## config.mk

```make
export PLATFORM = sky130hd
export DESIGN_NAME = alu_operand_loader
export DESIGN_NICKNAME = d
export VERILOG_FILES = /design/src/rtl/alu_operand_loader.sv
export SDC_FILE = /design/constraint.sdc
export NUM_CORES = 1
export LEC_CHECK = 0
export CAP_MARGIN = 5
export CORE_UTILIZATION = 50
export DETAILED_ROUTE_END_ITERATION = 10
export PLACE_DENSITY = 0.84
export SYNTH_ARGS = -nofsm -noshare
export SYNTH_HDL_FRONTEND = slang
export SYNTH_SLANG_ARGS = --single-unit
export TNS_END_PERCENT = 20
```

## constraint.sdc

```tcl
create_clock -name clk -period 3.4 [get_ports clk]
set_input_delay 0.34 -clock clk [delete_from_list [all_inputs] [get_ports clk]]
set_output_delay 0.34 -clock clk [all_outputs]
set_load 0.02 [all_outputs]
```

## src/rtl/alu_operand_loader.sv

```systemverilog
// rtl/alu_operand_loader.sv - byte-serial command loader that feeds the 8-bit ALU and captures its result.
// Optional accumulate chaining is enabled by defining ALU_ACC_CHAIN_EN.
module alu_operand_loader #(
   parameter int WIDTH   = 8,
   parameter int SETTLE  = 1,
   parameter int TIMEOUT = 255
) (
   input  logic             clk,
   input  logic             rst_n,
   input  logic             ena,
   input  logic [WIDTH-1:0] din,
   input  logic             din_valid,
   input  logic [WIDTH-1:0] alu_result,
   input  logic             alu_cout,
   output logic [WIDTH-1:0] op_a,
   output logic [WIDTH-1:0] op_b,
   output logic [2:0]       op_sel,
   output logic             op_valid,
   output logic [WIDTH-1:0] res_out,
   output logic             res_cout,
   output logic             res_valid,
   output logic             busy,
   output logic             err,
   output logic [2:0]       state
);

   typedef enum logic [1:0] {
      IDLE  = 2'd0,
      GET_A = 2'd1,
      GET_B = 2'd2,
      EXEC  = 2'd3
   } state_t;

   state_t           st, st_nxt;
   logic [3:0]       settle_cnt, settle_nxt;
   logic [7:0]       idle_cnt, idle_nxt;
   logic [WIDTH-1:0] op_a_nxt, op_b_nxt, res_out_nxt;
   logic [2:0]       op_sel_nxt;
   logic             op_valid_nxt, res_cout_nxt, res_valid_nxt, busy_nxt, err_nxt;
   logic             idle_expired;

   assign idle_expired = (idle_cnt == 8'(TIMEOUT - 1));
   assign state        = {1'b0, st};

   // All state advances only on enabled cycles; the next-state logic assumes ena=1.
   always_ff @(posedge clk or negedge rst_n) begin
      if (!rst_n) begin
         st         <= IDLE;
         settle_cnt <= '0;
         idle_cnt   <= '0;
         op_a       <= '0;
         op_b       <= '0;
         op_sel     <= '0;
         op_valid   <= 1'b0;
         res_out    <= '0;
         res_cout   <= 1'b0;
         res_valid  <= 1'b0;
         busy       <= 1'b0;
         err        <= 1'b0;
      end else if (ena) begin
         st         <= st_nxt;
         settle_cnt <= settle_nxt;
         idle_cnt   <= idle_nxt;
         op_a       <= op_a_nxt;
         op_b       <= op_b_nxt;
         op_sel     <= op_sel_nxt;
         op_valid   <= op_valid_nxt;
         res_out    <= res_out_nxt;
         res_cout   <= res_cout_nxt;
         res_valid  <= res_valid_nxt;
         busy       <= busy_nxt;
         err        <= err_nxt;
      end
   end

   always_comb begin
      st_nxt        = st;
      settle_nxt    = settle_cnt;
      idle_nxt      = idle_cnt;
      op_a_nxt      = op_a;
      op_b_nxt      = op_b;
      op_sel_nxt    = op_sel;
      op_valid_nxt  = op_valid;
      res_out_nxt   = res_out;
      res_cout_nxt  = res_cout;
      res_valid_nxt = res_valid;
      busy_nxt      = busy;
      err_nxt       = err;

      case (st)
         IDLE: begin
            if (din_valid) begin
               op_sel_nxt    = din[2:0];
               res_valid_nxt = 1'b0;
               err_nxt       = 1'b0;
               idle_nxt      = '0;
               st_nxt        = GET_A;
`ifdef ALU_ACC_CHAIN_EN
               if (din[3] && res_valid) begin
                  op_a_nxt = res_out;
                  st_nxt   = GET_B;
               end
`endif
            end
         end
         GET_A: begin
            if (din_valid) begin
               op_a_nxt = din;
               idle_nxt = '0;
               st_nxt   = GET_B;
            end else if (idle_expired) begin
               err_nxt  = 1'b1;
               idle_nxt = '0;
               st_nxt   = IDLE;
            end else begin
               idle_nxt = idle_cnt + 8'd1;
            end
         end
         GET_B: begin
            // A beat arriving on the expiry cycle takes priority over the timeout.
            if (din_valid) begin
               op_b_nxt     = din;
               op_valid_nxt = 1'b1;
               busy_nxt     = 1'b1;
               settle_nxt   = 4'(SETTLE);
               idle_nxt     = '0;
               st_nxt       = EXEC;
            end else if (idle_expired) begin
               err_nxt  = 1'b1;
               idle_nxt = '0;
               st_nxt   = IDLE;
            end else begin
               idle_nxt = idle_cnt + 8'd1;
            end
         end
         EXEC: begin
            if (settle_cnt == 4'd1) begin
               res_out_nxt   = alu_result;
               res_cout_nxt  = alu_cout;
               res_valid_nxt = 1'b1;
               op_valid_nxt  = 1'b0;
               busy_nxt      = 1'b0;
               settle_nxt    = '0;
               st_nxt        = IDLE;
            end else begin
               settle_nxt = settle_cnt - 4'd1;
            end
         end
         default: st_nxt = IDLE;
      endcase
   end

endmodule

```

==> results of run 1 <==
-- logic make-up (layout without fill, tap and decap cells) --
family                   count (synthesis)  after routing  synth area share
other                                    1              1           0.00178
XOR/XNOR                                 5              5            0.0208
adder cells (fa/ha/maj)                  8              8            0.0476
AND/OR/NAND/NOR                         40             40            0.0993
flip-flops                              45             45             0.535
AO/OA/AOI/OAI                           27             27            0.0892
buffers and inverters                   14             70            0.0339
multiplexers                            32             32             0.172
-- power by group through the flow --
stage | Combinational, mW | Clock [mW] | Sequential, mW
3_5_place_dp | 1.19 | 0 | 0.877
2_1_floorplan | 0.475 | 0 | 1.09
6_report | 1.19 | 0.419 | 0.872
4_1_cts | 1.20 | 0.426 | 0.874
5_1_grt | 1.27 | 0.448 | 0.899
3_3_place_gp | 1.17 | 0 | 0.870
-- registers in the layout (all words and copies together) (netlist names) --
| register | flops |
|---|---|
| busy | 1 |
| err | 1 |
| op_b | 8 |
| op_sel | 3 |
| st | 2 |
| op_a | 8 |
| res_out | 8 |
| settle_cnt | 4 |
| idle_cnt | 8 |
| res_valid | 1 |
| res_cout | 1 |
-- worst max-delay path, delay by kind of cell (launching register included) --
| kind | cells | cell delay [ns] |
|---|---|---|
| and+or+nand+nor | 2 | 0.82 |
| muxes | 1 | 0.38 |
| adders and majority gates | 1 | 0.13 |
| buffers and inverters | 1 | 0.09 |
| DFF | 1 | 0.43 |
-- metal layers --
metal / wire length, um / track usage / vias up
li1: - / - / 720
met1: 1790 / 0.252 / 724
met2: 2130 / 0.357 / 39
met3: 221 / 0.0616 / 5
met4: 27 / 0.0505 / 0
met5: 0 / 0 / -
-- how the worst max path moves through the flow --
stage | slack (ns) | from | to | depth (start not counted)
6_report | 1.43 | settle_cnt[1] | res_out[6] | 5
5_1_grt | 1.34 | settle_cnt[1] | res_out[6] | 5
4_1_cts | 1.43 | settle_cnt[1] | res_out[6] | 5
3_5_place_dp | 1.27 | ena | op_b[5] | 3
3_3_place_gp | 1.30 | ena | res_out[5] | 3
2_1_floorplan | 1.53 | st[0] | idle_cnt[6] | 7
-- per-stage QoR --
stage | cell area [sq um] | hold slack (ns) | power (mW)
CTS | 2780 | 0.231 | 2.50
floorplan | 2100 | 0.0444 | 1.57
global route | 2780 | 0.285 | 2.62
global placement | 2660 | 0.487 | 2.04
detailed placement | 2660 | 0.492 | 2.07
finish | 2780 | 0.187 | 2.48
-- layout by cell type (no fill, tap or decap), types with 2 or more instances in the layout --
cell type                         synthesis  routed
sky130_fd_sc_hd__a21oi_1                  4       4
sky130_fd_sc_hd__and3_1                   2       2
sky130_fd_sc_hd__clkbuf_8                 0       6
sky130_fd_sc_hd__clkdlybuf4s50_1          0      53
sky130_fd_sc_hd__dfrtp_1                 45      45
sky130_fd_sc_hd__ha_1                     8       8
sky130_fd_sc_hd__inv_1                    8       8
sky130_fd_sc_hd__mux2_2                  29      29
sky130_fd_sc_hd__mux2i_1                  2       2
sky130_fd_sc_hd__nand2_1                  6       6
sky130_fd_sc_hd__nand3_1                  7       7
sky130_fd_sc_hd__nand4_1                  2       2
sky130_fd_sc_hd__nor2_1                  12      12
sky130_fd_sc_hd__nor3_1                   4       4
sky130_fd_sc_hd__o211ai_1                 2       2
sky130_fd_sc_hd__o21ai_0                  5       5
sky130_fd_sc_hd__o22ai_1                  2       2
sky130_fd_sc_hd__o31ai_1                  4       4
sky130_fd_sc_hd__xnor2_1                  3       3
sky130_fd_sc_hd__xor2_1                   2       2
-- cells in the mapped netlist (2+ instances only) --
cell type                   n
sky130_fd_sc_hd__a21oi_1    4
sky130_fd_sc_hd__and3_1     2
sky130_fd_sc_hd__buf_2      3
sky130_fd_sc_hd__buf_4      2
sky130_fd_sc_hd__dfrtp_1   45
sky130_fd_sc_hd__ha_1       8
sky130_fd_sc_hd__inv_1      8
sky130_fd_sc_hd__mux2_2    29
sky130_fd_sc_hd__mux2i_1    2
sky130_fd_sc_hd__nand2_1    6
sky130_fd_sc_hd__nand3_1    7
sky130_fd_sc_hd__nand4_1    2
sky130_fd_sc_hd__nor2_1    12
sky130_fd_sc_hd__nor3_1     4
sky130_fd_sc_hd__o211ai_1   2
sky130_fd_sc_hd__o21ai_0    5
sky130_fd_sc_hd__o22ai_1    2
sky130_fd_sc_hd__o31ai_1    4
sky130_fd_sc_hd__xnor2_1    3
sky130_fd_sc_hd__xor2_1     2
-- cell type report --
type | count | area (sq um)
Clock buffer | 6 | 82.6
Clock inverter | 2 | 37.5
Fill cell | 312 | 1250
Inverter | 8 | 30.0
Multi-Input combinational cell | 113 | 906
Sequential cell | 45 | 1130
Tap cell | 50 | 62.6
Timing Repair Buffer | 54 | 536
==> qor.log, run 1 <==
INFO  power_and_ir_drop power_switching=0.898mW
INFO  power_and_ir_drop share_comb_of_total_power=0.480
INFO  clocking       cts_bufs_inserted=5
INFO  finish         nets=256
INFO  timing         hold_violations=0
INFO  clocking       post-cts-setup-buffers=0
INFO  finish         area_growth_from_synthesis_to_layout=32.2%
INFO  detailed_routing routed_wl=4.17mm
INFO  detailed_routing detailedRoute.firstPassIterationCount=4
INFO  critical_path  setup.worst_path.start_class=flop
INFO  logic_synthesis number_of_enable_flip_flop_cells_after_synthesis=0
INFO  logic_synthesis yosysSeqAreaShare=0.535
INFO  run            drv_cap=0
INFO  global_route   maximum_number_of_pins_on_one_net_before_global_route_repair=46
INFO  logic_synthesis synth.yosys.warnings=0
INFO  critical_path  reg2reg_depth=5
INFO  global_route   global_route.overflow_total=0
INFO  timing         total_of_endpoints_with_negative_setup_slack_in_the_final_report=0
INFO  clocking       clock_tree.root_cell=sky130_fd_sc_hd__clkbuf_8
INFO  clocking       tritoncts_clock_tree=done
INFO  finish         post-route-util=0.690
INFO  power_and_ir_drop cell_internal_pwr=1.59mW
INFO  critical_path  cp.required=3.58ns
INFO  placed_design  portBuffers=54
INFO  detailed_routing route.detailed.vias_per_inst=5.35
INFO  finish         antenna_cells=0
INFO  detailed_routing antenna_violating_nets_post_route=0
INFO  min_path       timing.hold.worst.class=in -> async
INFO  clocking       post_cts_resized=0
INFO  clocking       ctsLongestPathBuffers=2
INFO  power_and_ir_drop power-per-cell-area=893mW/mm^2
INFO  logic_synthesis postSynthAreaPerCell=12.2squm
INFO  global_route   via_count_of_the_first_global_routing_pass=1,560
INFO  critical_path  critical_path_class=reg -> reg
INFO  detailed_routing drc=0
INFO  logic_synthesis synth.ff_latch_count=45
INFO  timing         max_clock_freq=507MHz
INFO  detailed_routing drt-wirelength-per-cell=15.0um
INFO  power_and_ir_drop power.share.sequential=0.351
INFO  finish         layout_cell_share_with_drive_strength_beyond_1=0.193
INFO  logic_synthesis synth_cells=172
INFO  placed_design  place.detailed.hpwl=2.99mm
INFO  timing         setup_tns=0ns
INFO  power_and_ir_drop power_switching_share=0.362
INFO  die            design.die.area=0.00447sqmm
INFO  finish         post_layout_nonfiller_instances=278
INFO  detailed_routing via_count_of_the_routed_design=1,488
INFO  timing         skew=0.00538ns
INFO  logic_synthesis synth_top_flop_cell=sky130_fd_sc_hd__dfrtp_1
INFO  clocking       cts_hold_buf=0
INFO  critical_path  cells_along_the_critical_path=inv_1, ha_1, nor3b_2, and3_1, mux2_2
INFO  detailed_routing drt_iter0_markers=68
INFO  timing         final_min_period_over_clock_period=0.580
INFO  global_route   globalRouteTotalUtil=0.207
INFO  placed_design  dpl_worst_slack=1.27ns
INFO  placed_design  post-place-cells=270
INFO  die            effective_utilization_at_floorplan=0.522
INFO  critical_path  critPathMaxFanout=9
INFO  global_route   initial_antenna_violation_count=0
INFO  critical_path  ff2ff_setup_slack=1.43ns
INFO  die            die_h=66.9um
INFO  timing         post-route-worst-setup-slack=1.43ns
INFO  logic_synthesis synth_top_cell_area_share=0.535
INFO  die            rows=23
INFO  power_and_ir_drop leakage=1.21nW
INFO  timing         final-max-slew-violation-count=0
INFO  die            die_width=66.9um
INFO  clocking       cts.sinks=45
INFO  logic_synthesis yosys.cell_types.count=40
INFO  clocking       worst_setup_hold_path_clk_slew=0.09ns
INFO  timing         tightest_slew=0.967ns
INFO  power_and_ir_drop p_clk_frac=0.169
INFO  logic_synthesis syn-num-nets=201
INFO  logic_synthesis synth_area_leaders=sky130_fd_sc_hd__dfrtp_1, sky130_fd_sc_hd__mux2_2, sky130_fd_sc_hd__ha_1, sky130_fd_sc_hd__nor2_1, sky130_fd_sc_hd__nand3_1
INFO  critical_path  critical_path_endpoint_category=flop
INFO  critical_path  timing.critical_path.arrival=2.15ns
INFO  die            num_io_pins=56
INFO  global_route   grt_first_pass_wirelength=6.83mm
INFO  logic_synthesis synth-async-reset-ratio=1.00
INFO  logic_synthesis synthesis.area=0.00210sqmm
INFO  placed_design  place_congestion=0.822
INFO  outcome        status=completed
INFO  power_and_ir_drop ir_drop=0.573mV
INFO  clocking       clock_insertion_delay_worst_skew=0.29ns
INFO  logic_synthesis synth_area_leader_cell=sky130_fd_sc_hd__dfrtp_1
INFO  critical_path  regToRegEndpoint=res_out[6]
INFO  die            core_area=0.00403sqmm
INFO  timing         slew-limit-headroom=0.355
INFO  critical_path  critical_path.slowest_cell=sky130_fd_sc_hd__and3_1
INFO  timing         post-route-min-period=1.97ns
INFO  critical_path  r2r-start=settle_cnt[1]
INFO  timing         rsz0062_at_grt=false
INFO  critical_path  cpPeakStageDelay=0.45ns
INFO  clocking       htreeDepth=2
No activity file was read; power rests on OpenSTA's default activity.
==> run 2: changes to the inputs <==
--- a/config.mk
+++ b/config.mk
@@ -6,9 +6,9 @@
 export NUM_CORES = 1
 export LEC_CHECK = 0
 export CAP_MARGIN = 5
-export CORE_UTILIZATION = 50
+export CORE_UTILIZATION = 48
 export DETAILED_ROUTE_END_ITERATION = 10
-export PLACE_DENSITY = 0.84
+export PLACE_DENSITY = 0.81
 export SYNTH_ARGS = -nofsm -noshare
 export SYNTH_HDL_FRONTEND = slang
 export SYNTH_SLANG_ARGS = --single-unit
==> constraint.sdc (replaced) <==
create_clock -name clk -period 2 [get_ports clk]
set_input_delay 0.2 -clock clk [delete_from_list [all_inputs] [get_ports clk]]
set_output_delay 0.2 -clock clk [all_outputs]
set_load 0.02 [all_outputs]
==> qor.log, run 2 (synthesis results as in run 1) <==
INFO  clocking       post_cts_resized=0 [unchanged]
INFO  global_route   grt_first_pass_wirelength=7.13mm [+4.4%]
INFO  critical_path  critical_path_endpoint_category=flop
INFO  critical_path  timing.critical_path.arrival=2.11ns [-0.04 ns]
INFO  detailed_routing antenna_violating_nets_post_route=0 [unchanged]
INFO  critical_path  crit_buf_inv=1 [unchanged]
INFO  die            rows=23 [unchanged]
INFO  finish         multi_input_comb_area=906squm [unchanged]
INFO  clocking       cts.sinks=45 [unchanged]
INFO  detailed_routing detailedRoute.firstPassIterationCount=4 [unchanged]
INFO  clocking       htreeDepth=2 [unchanged]
INFO  clocking       worst_setup_hold_path_clk_slew=0.09ns [about the same]
INFO  clocking       tritoncts_clock_tree=done
INFO  placed_design  place_congestion=0.813 [-1.2%]
INFO  timing         total_of_endpoints_with_negative_setup_slack_in_the_final_report=0 [unchanged]
INFO  finish         nets=267 [+4.3%]
INFO  critical_path  cells_along_the_critical_path=inv_1, ha_1, mux2_4, nand2_4, or4_4, a21oi_2
INFO  power_and_ir_drop power-per-cell-area=1470mW/mm^2 [+65%]
INFO  global_route   initial_antenna_violation_count=0 [unchanged]
INFO  clocking       post-cts-setup-buffers=0 [unchanged]
INFO  timing         hold_violations=0 [unchanged]
INFO  critical_path  critical_path_class=reg -> reg
INFO  finish         layout_cell_share_with_drive_strength_beyond_1=0.226 [+0.0330]
INFO  clocking       cts_bufs_inserted=5 [unchanged]
INFO  clocking       clock_insertion_delay_worst_skew=0.30ns [about the same]
INFO  finish         area_growth_from_synthesis_to_layout=36.1%
INFO  timing         setup_tns=0ns [unchanged]
INFO  timing         post-route-worst-setup-slack=0.124ns [-1.30 ns]
INFO  die            effective_utilization_at_floorplan=0.511 [-0.0110]
INFO  timing         post-route-min-period=1.88ns [-0.0960 ns]
INFO  power_and_ir_drop leakage=1.26nW [+4.3%]
INFO  die            design.die.area=0.00465sqmm [+4.0%]
INFO  clocking       ctsLongestPathBuffers=2 [unchanged]
INFO  run            drv_cap=0 [unchanged]
INFO  finish         fillers=300 [-3.8%]
INFO  placed_design  portBuffers=54 [unchanged]
INFO  critical_path  critical-path-top-delay-family=simple AND/OR/NAND/NOR gates
INFO  finish         layout.cells.most_common=sky130_fd_sc_hd__clkdlybuf4s50_1
INFO  timing         max_clock_freq=533MHz [+5.1%]
INFO  timing         final-max-slew-violation-count=0 [unchanged]
INFO  global_route   global_route.overflow_total=0 [unchanged]
INFO  global_route   maximum_number_of_pins_on_one_net_before_global_route_repair=24 [-48%]
INFO  finish         regArea=0.00113sqmm [unchanged]
INFO  critical_path  critPathMaxFanout=7 [-2]
INFO  critical_path  critical_path.slowest_cell=sky130_fd_sc_hd__or4_4
INFO  placed_design  dpl_worst_slack=0.139ns [-1.13 ns]
INFO  placed_design  post_dp_cell_area=0.00275sqmm [+3.3%]
INFO  timing         skew=0.00834ns [+0.00296 ns]
INFO  power_and_ir_drop ir_drop=1.03mV [+79%]
INFO  finish         final_area=0.00286sqmm [+3.0%]
INFO  detailed_routing drc=0 [unchanged]
INFO  detailed_routing drt_iter0_markers=90 [+32%]
INFO  global_route   globalRouteTotalUtil=0.213 [+0.00584]
INFO  placed_design  place.detailed.hpwl=3.11mm [+3.8%]
INFO  power_and_ir_drop p_total=4.21mW [+69%]
INFO  global_route   via_count_of_the_first_global_routing_pass=1,531 [-1.9%]
INFO  critical_path  cpPeakStageDelay=0.51ns [+0.06 ns]
INFO  detailed_routing routed_wl=4.16mm [-0.22%]
INFO  clocking       clock_tree.root_cell=sky130_fd_sc_hd__clkbuf_8
INFO  die            num_io_pins=56 [unchanged]
INFO  die            die_h=68.2um [+2.0%]
INFO  critical_path  setup.worst_path.start_class=flop
INFO  detailed_routing via_count_of_the_routed_design=1,534 [+3.1%]
INFO  timing         rsz0062_at_grt=false
INFO  finish         antenna_cells=0 [unchanged]
INFO  detailed_routing route.detailed.vias_per_inst=5.31 [-0.83%]
INFO  min_path       timing.hold.worst.class=in -> async
INFO  finish         mostFrequentLayoutCells=sky130_fd_sc_hd__clkdlybuf4s50_1, sky130_fd_sc_hd__dfrtp_1, sky130_fd_sc_hd__mux2_2, sky130_fd_sc_hd__nor2_1, sky130_fd_sc_hd__buf_4
INFO  timing         final_min_period_over_clock_period=0.938 [+0.358]
INFO  outcome        status=completed
INFO  critical_path  cp.required=2.23ns [-1.35 ns]
INFO  detailed_routing drt-wirelength-per-cell=14.4um [-4.0%]
INFO  die            core_area=0.00412sqmm [+2.1%]
INFO  die            die_width=68.2um [+2.0%]
-- run 2: cell count changes in the layout (fill, tap and decap cells not counted), sizes merged --
cell,delta
buf,+10
bufinv,-1
clkbuf,+1
clkinvlp,-1
dlygate4sd3,+1
inv,+1
-- run 2: worst reg2reg max path: stages (launching register included) --
cell                      delay (ns)
sky130_fd_sc_hd__dfrtp_1        0.42
sky130_fd_sc_hd__inv_1          0.10
sky130_fd_sc_hd__ha_1           0.36
sky130_fd_sc_hd__mux2_4         0.20
sky130_fd_sc_hd__nand2_4        0.08
sky130_fd_sc_hd__or4_4          0.51
sky130_fd_sc_hd__a21oi_2        0.14
-- run 2: final cells by class --
type | instances | area share
clock inverter | 1 | 0.00306
timing repair buffer | 65 | 0.221
multi-input combinational | 113 | 0.316
sequential | 45 | 0.393
clock buffer | 7 | 0.0337
tap | 50 | 0.0219
inverter | 8 | 0.0105
-- run 2: where the power goes --
part	switching [mW]	leakage [nW]	internal, mW
sequential	0.210	0.565	1.26
clock	0.304	0.0549	0.319
combinational	1.02	0.638	1.10
-- run 2: path summary, 6_finish.rpt --
check	start	end	slack (ns)	cells after the start
setup / recovery	st[1]	idle_cnt[6]	0.12	6
hold / removal	rst_n	op_a[1]	0.42	2
setup reg to reg	st[1]	idle_cnt[6]	0.12	6
hold reg to reg	res_out[5]	res_out[5]	0.50	1
max in group asynchronous	rst_n	idle_cnt[7]	1.00	3
min in group clk	res_out[5]	res_out[5]	0.50	1
-- run 2: repair_timing --
action                                 CTS  global route
endpoints found under the hold margin   21             0
setup endpoints to repair                0             0
hold buffers                             1             0
-- run 2: metal layers --
layer,track usage,part of all wire,wire [um],up-vias
li1,-,-,-,741
met1,0.270,0.44,1820,737
met2,0.326,0.47,1940,48
met3,0.0833,0.077,320,8
met4,0.0833,0.020,85,0
met5,0,0,0,-
-- run 2: through the flow --
| step | cells | util | hold slack, ns |
|---|---|---|---|
| floorplan | 172 | - | -0.0956 |
| global placement | 280 | 0.668 | 0.187 |
| detailed placement | 280 | 0.668 | 0.200 |
| CTS | 289 | 0.696 | 0.436 |
| global route | 289 | 0.696 | 0.467 |
| finish | 289 | 0.696 | 0.420 |
==> run 3: changes to the inputs <==
--- a/config.mk
+++ b/config.mk
@@ -9,6 +9,7 @@
 export CORE_UTILIZATION = 48
 export DETAILED_ROUTE_END_ITERATION = 10
 export PLACE_DENSITY = 0.81
+export SETUP_SLACK_MARGIN = 0.02
 export SYNTH_ARGS = -nofsm -noshare
 export SYNTH_HDL_FRONTEND = slang
 export SYNTH_SLANG_ARGS = --single-unit
==> qor.log, run 3 (synthesis results as in run 1) <==
INFO  timing         rsz0062_at_grt=false
INFO  placed_design  place.detailed.hpwl=3.11mm [unchanged]
INFO  clocking       htreeDepth=2 [unchanged]
INFO  timing         final_min_period_over_clock_period=0.927 [-0.0109]
INFO  critical_path  cp.required=2.20ns [-0.03 ns]
INFO  clocking       post-cts-setup-buffers=0 [unchanged]
INFO  power_and_ir_drop p_clk_frac=0.147 [about the same]
INFO  detailed_routing drt-wirelength-per-cell=14.4um [about the same]
INFO  global_route   globalRouteTotalUtil=0.213 [unchanged]
INFO  critical_path  setup.worst_path.start_class=flop
INFO  finish         antenna_cells=0 [unchanged]
INFO  timing         post-route-min-period=1.85ns [-0.0219 ns]
INFO  power_and_ir_drop power.share.sequential=0.346 [-0.003]
INFO  placed_design  post_dp_cell_area=0.00275sqmm [unchanged]
INFO  timing         skew=0.00773ns [-0.000614 ns]
INFO  global_route   grt_first_pass_wirelength=7.13mm [unchanged]
INFO  detailed_routing drt_iter0_markers=99 [+10%]
INFO  critical_path  crit_buf_inv=1 [unchanged]
INFO  clocking       ctsLongestPathBuffers=2 [unchanged]
INFO  power_and_ir_drop power_switching=1.54mW [+0.36%]
INFO  detailed_routing antenna_violating_nets_post_route=0 [unchanged]
INFO  critical_path  critical_path.slowest_cell=sky130_fd_sc_hd__dfrtp_1
INFO  critical_path  timing.critical_path.arrival=2.05ns [-0.06 ns]
INFO  finish         nets=267 [unchanged]
INFO  outcome        status=completed
INFO  critical_path  cells_along_the_critical_path=inv_1, ha_1, mux2_2, nand2_1, o22ai_1, a22o_1
INFO  timing         final-max-slew-violation-count=0 [unchanged]
INFO  clocking       cts.sinks=45 [unchanged]
INFO  clocking       clock_insertion_delay_worst_skew=0.30ns [about the same]
INFO  critical_path  critical-path-top-delay-family=flip-flops
INFO  detailed_routing via_count_of_the_routed_design=1,529 [-0.33%]
INFO  die            die_h=68.2um [unchanged]
INFO  placed_design  portBuffers=54 [unchanged]
INFO  clocking       tritoncts_clock_tree=done
INFO  critical_path  critPathMaxFanout=8 [+1]
INFO  die            core_area=0.00412sqmm [unchanged]
INFO  placed_design  place_congestion=0.813 [unchanged]
INFO  power_and_ir_drop share_comb_of_total_power=0.507 [+0.004]
INFO  power_and_ir_drop power_switching_share=0.363 [-0.00164]
INFO  die            effective_utilization_at_floorplan=0.511 [unchanged]
INFO  global_route   initial_antenna_violation_count=0 [unchanged]
INFO  die            rows=23 [unchanged]
INFO  critical_path  critical_path_endpoint_category=flop
INFO  timing         total_of_endpoints_with_negative_setup_slack_in_the_final_report=0 [unchanged]
INFO  power_and_ir_drop power-per-cell-area=1480mW/mm^2 [+0.37%]
INFO  detailed_routing drc=0 [unchanged]
INFO  min_path       timing.hold.worst.class=in -> async
INFO  global_route   via_count_of_the_first_global_routing_pass=1,531 [unchanged]
INFO  clocking       cts_bufs_inserted=5 [unchanged]
INFO  power_and_ir_drop leakage=1.26nW [about the same]
INFO  power_and_ir_drop ir_drop=1.03mV [+0.61%]
INFO  critical_path  critical_path_class=reg -> reg
INFO  global_route   maximum_number_of_pins_on_one_net_before_global_route_repair=24 [unchanged]
INFO  clocking       clock_tree.root_cell=sky130_fd_sc_hd__clkbuf_8
INFO  detailed_routing routed_wl=4.15mm [about the same]
INFO  die            die_width=68.2um [unchanged]
INFO  timing         final.hold.worst_slack=0.420ns [-0.000149 ns]
INFO  finish         mostFrequentLayoutCells=sky130_fd_sc_hd__clkdlybuf4s50_1, sky130_fd_sc_hd__dfrtp_1, sky130_fd_sc_hd__mux2_2, sky130_fd_sc_hd__nor2_1, sky130_fd_sc_hd__buf_4
INFO  timing         setup_tns=0ns [unchanged]
INFO  die            num_io_pins=56 [unchanged]
INFO  finish         area_growth_from_synthesis_to_layout=36.7%
INFO  global_route   global_route.overflow_total=0 [unchanged]
INFO  detailed_routing route.detailed.vias_per_inst=5.29 [-0.33%]
INFO  detailed_routing detailedRoute.firstPassIterationCount=4 [unchanged]
INFO  timing         max_clock_freq=539MHz [+1.2%]
INFO  finish         final_area=0.00288sqmm [+0.44%]
INFO  finish         layout_cell_share_with_drive_strength_beyond_1=0.230 [+0.00418]
INFO  finish         layout.cells.most_common=sky130_fd_sc_hd__clkdlybuf4s50_1
INFO  critical_path  cpPeakStageDelay=0.42ns [-0.09 ns]
INFO  timing         hold_violations=0 [unchanged]
INFO  power_and_ir_drop p_total=4.24mW [+0.81%]
INFO  run            drv_cap=0 [unchanged]
INFO  die            design.die.area=0.00465sqmm [unchanged]
INFO  clocking       worst_setup_hold_path_clk_slew=0.09ns [about the same]
INFO  power_and_ir_drop cell_internal_pwr=2.70mW [+1.1%]
[run 3: cell count changes in the layout (fill, tap and decap cells not counted)]
cell / delta
sky130_fd_sc_hd__ha_1: -1
sky130_fd_sc_hd__ha_4: +1
[run 3: final timing paths]
check | endpoint | slack, ns | depth (start not counted) | startpoint
hold reg to reg | res_out[5] | 0.50 | 1 | res_out[5]
setup reg to reg | settle_cnt[2] | 0.15 | 6 | st[0]
min in group clk | res_out[5] | 0.50 | 1 | res_out[5]
max in group asynchronous | idle_cnt[7] | 1.01 | 3 | rst_n
hold / removal | op_a[1] | 0.42 | 2 | rst_n
setup / recovery | settle_cnt[2] | 0.15 | 6 | st[0]
[run 3: power by group through the flow]
stage	sequential (mW)	clock, mW	combinational [mW]
final	1.47	0.622	2.15
after global routing	1.52	0.680	2.32
after CTS	1.47	0.643	2.13
after detailed placement	1.48	0	2.11
after global placement	1.47	0	2.08
after floorplan	1.86	0	0.807
[run 3: layout make-up]
class                   instances  area (sq um)
repair buffers                 65           633
fillers                       300          1240
well taps                      50          62.6
inverters                       8          30.0
clock inverters                 1          8.76
clock buffers                   7          96.3
multi-input cells             113           918
flip-flops and latches         45          1130
[run 3: repair_timing]
action	in CTS	in global routing
hold buffers	1	0
endpoints found under the hold margin	21	0
resized for setup	0	1
endpoints found under the setup margin	0	1
[run 3: per-layer routing]
layer / GRT usage / wire [um]
met5: 0 / 0
met3: 0.0833 / 298
met2: 0.326 / 1940
met4: 0.0833 / 85
met1: 0.270 / 1830
[run 3: stage by stage]
stage                     instances   util  worst slack (ns)
after floorplan                 172      -             0.130
after global placement          280  0.668             0.198
after detailed placement        280  0.668             0.139
after CTS                       289  0.696             0.126
after global routing            289  0.699            0.0314
final                           289  0.699             0.146
